## config.mk

```make
export PLATFORM = sky130hd
export DESIGN_NAME = data_memory
export DESIGN_NICKNAME = d
export VERILOG_FILES = /design/src/rtl/data_memory.sv
export SDC_FILE = /design/constraint.sdc
export NUM_CORES = 2
export LEC_CHECK = 0
export ABC_CLOCK_PERIOD_IN_PS = 99600
export BUFFER_PORTS_ARGS = -buffer_cell sky130_fd_sc_hd__buf_2
export CORE_ASPECT_RATIO = 0.8
export CORE_MARGIN = 1
export CORE_UTILIZATION = 35
export DETAILED_ROUTE_END_ITERATION = 8
export SLEW_MARGIN = 40
export SYNTH_ARGS = -nofsm -noshare
export SYNTH_HDL_FRONTEND = slang
export SYNTH_SLANG_ARGS = --single-unit
```

## constraint.sdc

```tcl
create_clock -name clk -period 99.6 [get_ports clk]
set_clock_uncertainty 0.15 [all_clocks]
set_input_delay 19.92 -clock clk [delete_from_list [all_inputs] [get_ports clk]]
set_output_delay 19.92 -clock clk [all_outputs]
set_load 0.02 [all_outputs]
```

## src/rtl/data_memory.sv

```systemverilog
// Word-organised data RAM for the memory stage: combinational read, synchronous write,
// asynchronous active-high reset that clears every word.
module data_memory #(
   parameter int unsigned WORD_SIZE = 32,
   parameter int unsigned DEPTH     = 64
) (
   input  logic                 clk,
   input  logic                 rst,
   input  logic                 WE,
   input  logic [WORD_SIZE-1:0] WD,
   input  logic [WORD_SIZE-1:0] A,
   output logic [WORD_SIZE-1:0] RD
);

   localparam int unsigned IdxW = $clog2(DEPTH);

   logic [WORD_SIZE-1:0] mem [DEPTH];
   logic [IdxW-1:0]      wordIdx;
   logic                 inRange;

   // A[1:0] is ignored; any set bit above the index field means out of range (no aliasing).
   assign wordIdx = A[IdxW+1:2];
   assign inRange = ((A >> (IdxW + 2)) == '0);

   always_ff @(posedge clk or posedge rst) begin
      if (rst) begin
         for (int i = 0; i < int'(DEPTH); i++) begin
            mem[i] <= '0;
         end
      end else if (WE && inRange) begin
         mem[wordIdx] <= WD;
      end
   end

   always_comb begin
      RD = '0;
      if (!rst && inRange) begin
         RD = mem[wordIdx];
      end
   end

endmodule

```

==> metrics <==
Cell variety after synth 59; Most flops, register mem; maximum VDD drop 0.0144 mV; leakage power 0.0488 uW; syn_area_per_cell 13.6 sq um; Port Buffers 96; GR Overflow Total 0; Initial Util 35.3%; CTS tree built; max_cap viols 0; gr busiest metal met2; Hold WC Path Type reg -> reg; post-CTS setup buffer count 0; post-CTS sizing 0; FMAX 22.2 MHz; # H-tree levels 4; Die X 578 um; reg2reg end mem[110]; Core Util, Final 39.3%; final setup vio count 0; met2 usage 36.4%; reg-to-reg setup timing slack 98.66 ns; Area contributors post-synth dfrtp_1 55%, mux2_2 26%, a221oi_1 5.9%; post-route ant nets 0; die area 0.268 sq mm; worst-path cell chain clkbuf_8 > buf_4 > nor2b_4 > buf_4 > buf_4 > a221oi_1 > o21ai_0 > a221oi_1 > a41oi_1 > buf_2; RSZ-0062 raised after global routing false; drt pass-1 iters 8; Worst EP arrival 24.96 ns; clk slew on worst S/H paths 0.06 ns; Critical Path Most Common Cell buf_4; Core ar. 0.263 sq mm; Yosys top cell by area dfrtp_1; post-synth top area share 55.1%; synth-to-layout area growth 11.3%; GR met1 Demand/Resource 36.0%; Yosys reg bits 2,048; number of flops mapped to enable cells by yosys 0; HPWL Detailed 196,000 um; Tcrit/Tclk final 45.2%; Crit Path Class in -> out; setup TNS 0 ns; Nets 6,648; CP max stage delay 0.78 ns; sequential area share after synthesis 55.1%; Design Area, Final 0.103 sq mm; largest net degree at the start of global routing 160; max-slew violation count 0; grt met3 use 6.40%; # DRC 0; CTS buffer count 202; CP max stage cell buf_4; via count 64,100; later-pin clock latency in the skew report 0.85 ns; syn_nets 6,889; Final Critical Period 45.03 ns; critical path peak fanout 46; Worst EP required 79.53 ns; max reg flops 2,048; Top-Level Pins 99; Routed WL 344,000 um; Via density 6.28; Hold EP mem[1306]; Rel. slew slack 35.7%; Worst Setup Start Kind primary input; vias in the first global route 64,400; number of cells on the worst hold path 1; first-pass GRT wire length 490,000 um; GRT Total Usage 25.2%; R2R Path Start mem[110]; FFs w/ async S/R, synth 100%; Top FF cell, synth dfrtp_1; PwrDens 16.3 mW/mm^2; Tot Pwr 1690 uW; Least-Margin Pin Slew 0.965 ns; die height 463 um; placed inst area 0.0970 sq mm; hold wc startpoint mem[1306]; status finished, final reports clean; yosys warns 0; hold buffers post-CTS 0; Root Driver clkbuf_16; Rows 168; Hold Fails Final Rpt 0; initial antenna violation count 25; most frequent cells in the layout 2,113 x mux2_2, 2,048 x dfrtp_1, 625 x a221oi_1, 260 x nor2_1, 203 x clkbuf_16; Synth Cell Area 0.0930 sq mm; Crit. End Element output port; CTS sink cnt 2,048; most common cell after layout, fill and taps aside mux2_2; DRT iter0 DRCs 7,188; Placer Congestion 0.835; cell count after synthesis 6,822; biggest regs mem: 2048 flops; layout cells sized above 1 42.6%; reg2reg path depth 1; Avg WL per Cell 33.6 um; Bufs on Longest Clock Path 4
cell type report:
cell class,instances,area [sq um]
sequential,2048,51200
inverter,6,47.5
tap,3485,4360
multi-input combinational,4002,38400
fill,24500,160000
timing repair buffer,321,3120
clock buffer,299,5860
antenna,10,25.0
clock inverter,49,467
synthesized netlist by cell type, types with 46 or more instances:
| master | instances |
|---|---|
| buf_4 | 110 |
| mux2_1 | 46 |
| nor2_1 | 304 |
| buf_2 | 177 |
| a221oi_1 | 625 |
| a21oi_1 | 69 |
| o21ai_0 | 152 |
| o22ai_1 | 76 |
| nand2_1 | 70 |
| buf_1 | 89 |
| mux2i_1 | 101 |
| a22oi_1 | 130 |
| dfrtp_1 | 2048 |
| clkbuf_1 | 341 |
| buf_6 | 49 |
| mux2_2 | 2113 |
report_power, final:
| group | switching [uW] | total [uW] | internal, uW |
|---|---|---|---|
| registers | 0.0000140 | 832 | 832 |
| logic | 81.1 | 99.5 | 18.4 |
| clock network | 336 | 757 | 421 |
| total | 417 | 1690 | 1270 |
metrics by stage:
| step | std cells | setup WS [ns] | hold slack, ns |
|---|---|---|---|
| 6_report | 10200 | 54.57 | 0.334 |
| 5_1_grt | 10200 | 54.64 | 0.353 |
| 4_1_cts | 10200 | 54.77 | 0.339 |
| 3_5_place_dp | 9858 | 54.77 | 0.324 |
| 3_3_place_gp | 9819 | 54.62 | 0.311 |
| 2_1_floorplan | 6822 | 9.09 | 0.302 |
cell families after synthesis:
logic type / Yosys count / share of synthesized area, %
AO/OA/AOI/OAI: 1229 / 10.3
flip-flops: 2048 / 55.1
AND/OR/NAND/NOR: 476 / 2.28
multiplexers: 2297 / 28.1
buffers and inverters: 772 / 4.19
worst max path at each step:
stage          cells after the start  endpoint  slack [ns]  startpoint
4_1_cts                           11    RD[25]       54.77        A[2]
3_5_place_dp                      11    RD[25]       54.77        A[2]
5_1_grt                           11    RD[19]       54.64        A[2]
2_1_floorplan                      3     RD[0]        9.09         rst
3_3_place_gp                      11     RD[7]       54.62        A[2]
6_report                          10     RD[8]       54.57        A[2]
per-layer routing:
layer | routed length [um] | share of wire, %
met1 | 147000 | 43
met2 | 146000 | 42
met3 | 35700 | 10
met4 | 15000 | 4.4
met5 | 43 | 0.013
worst max-delay path, delay by kind of cell:
kind	cells	cell delay [ns]
simple gates	1	0.65
compound gates	4	1.54
buf+inv	5	2.72
Power figures use the tool's default switching activity.
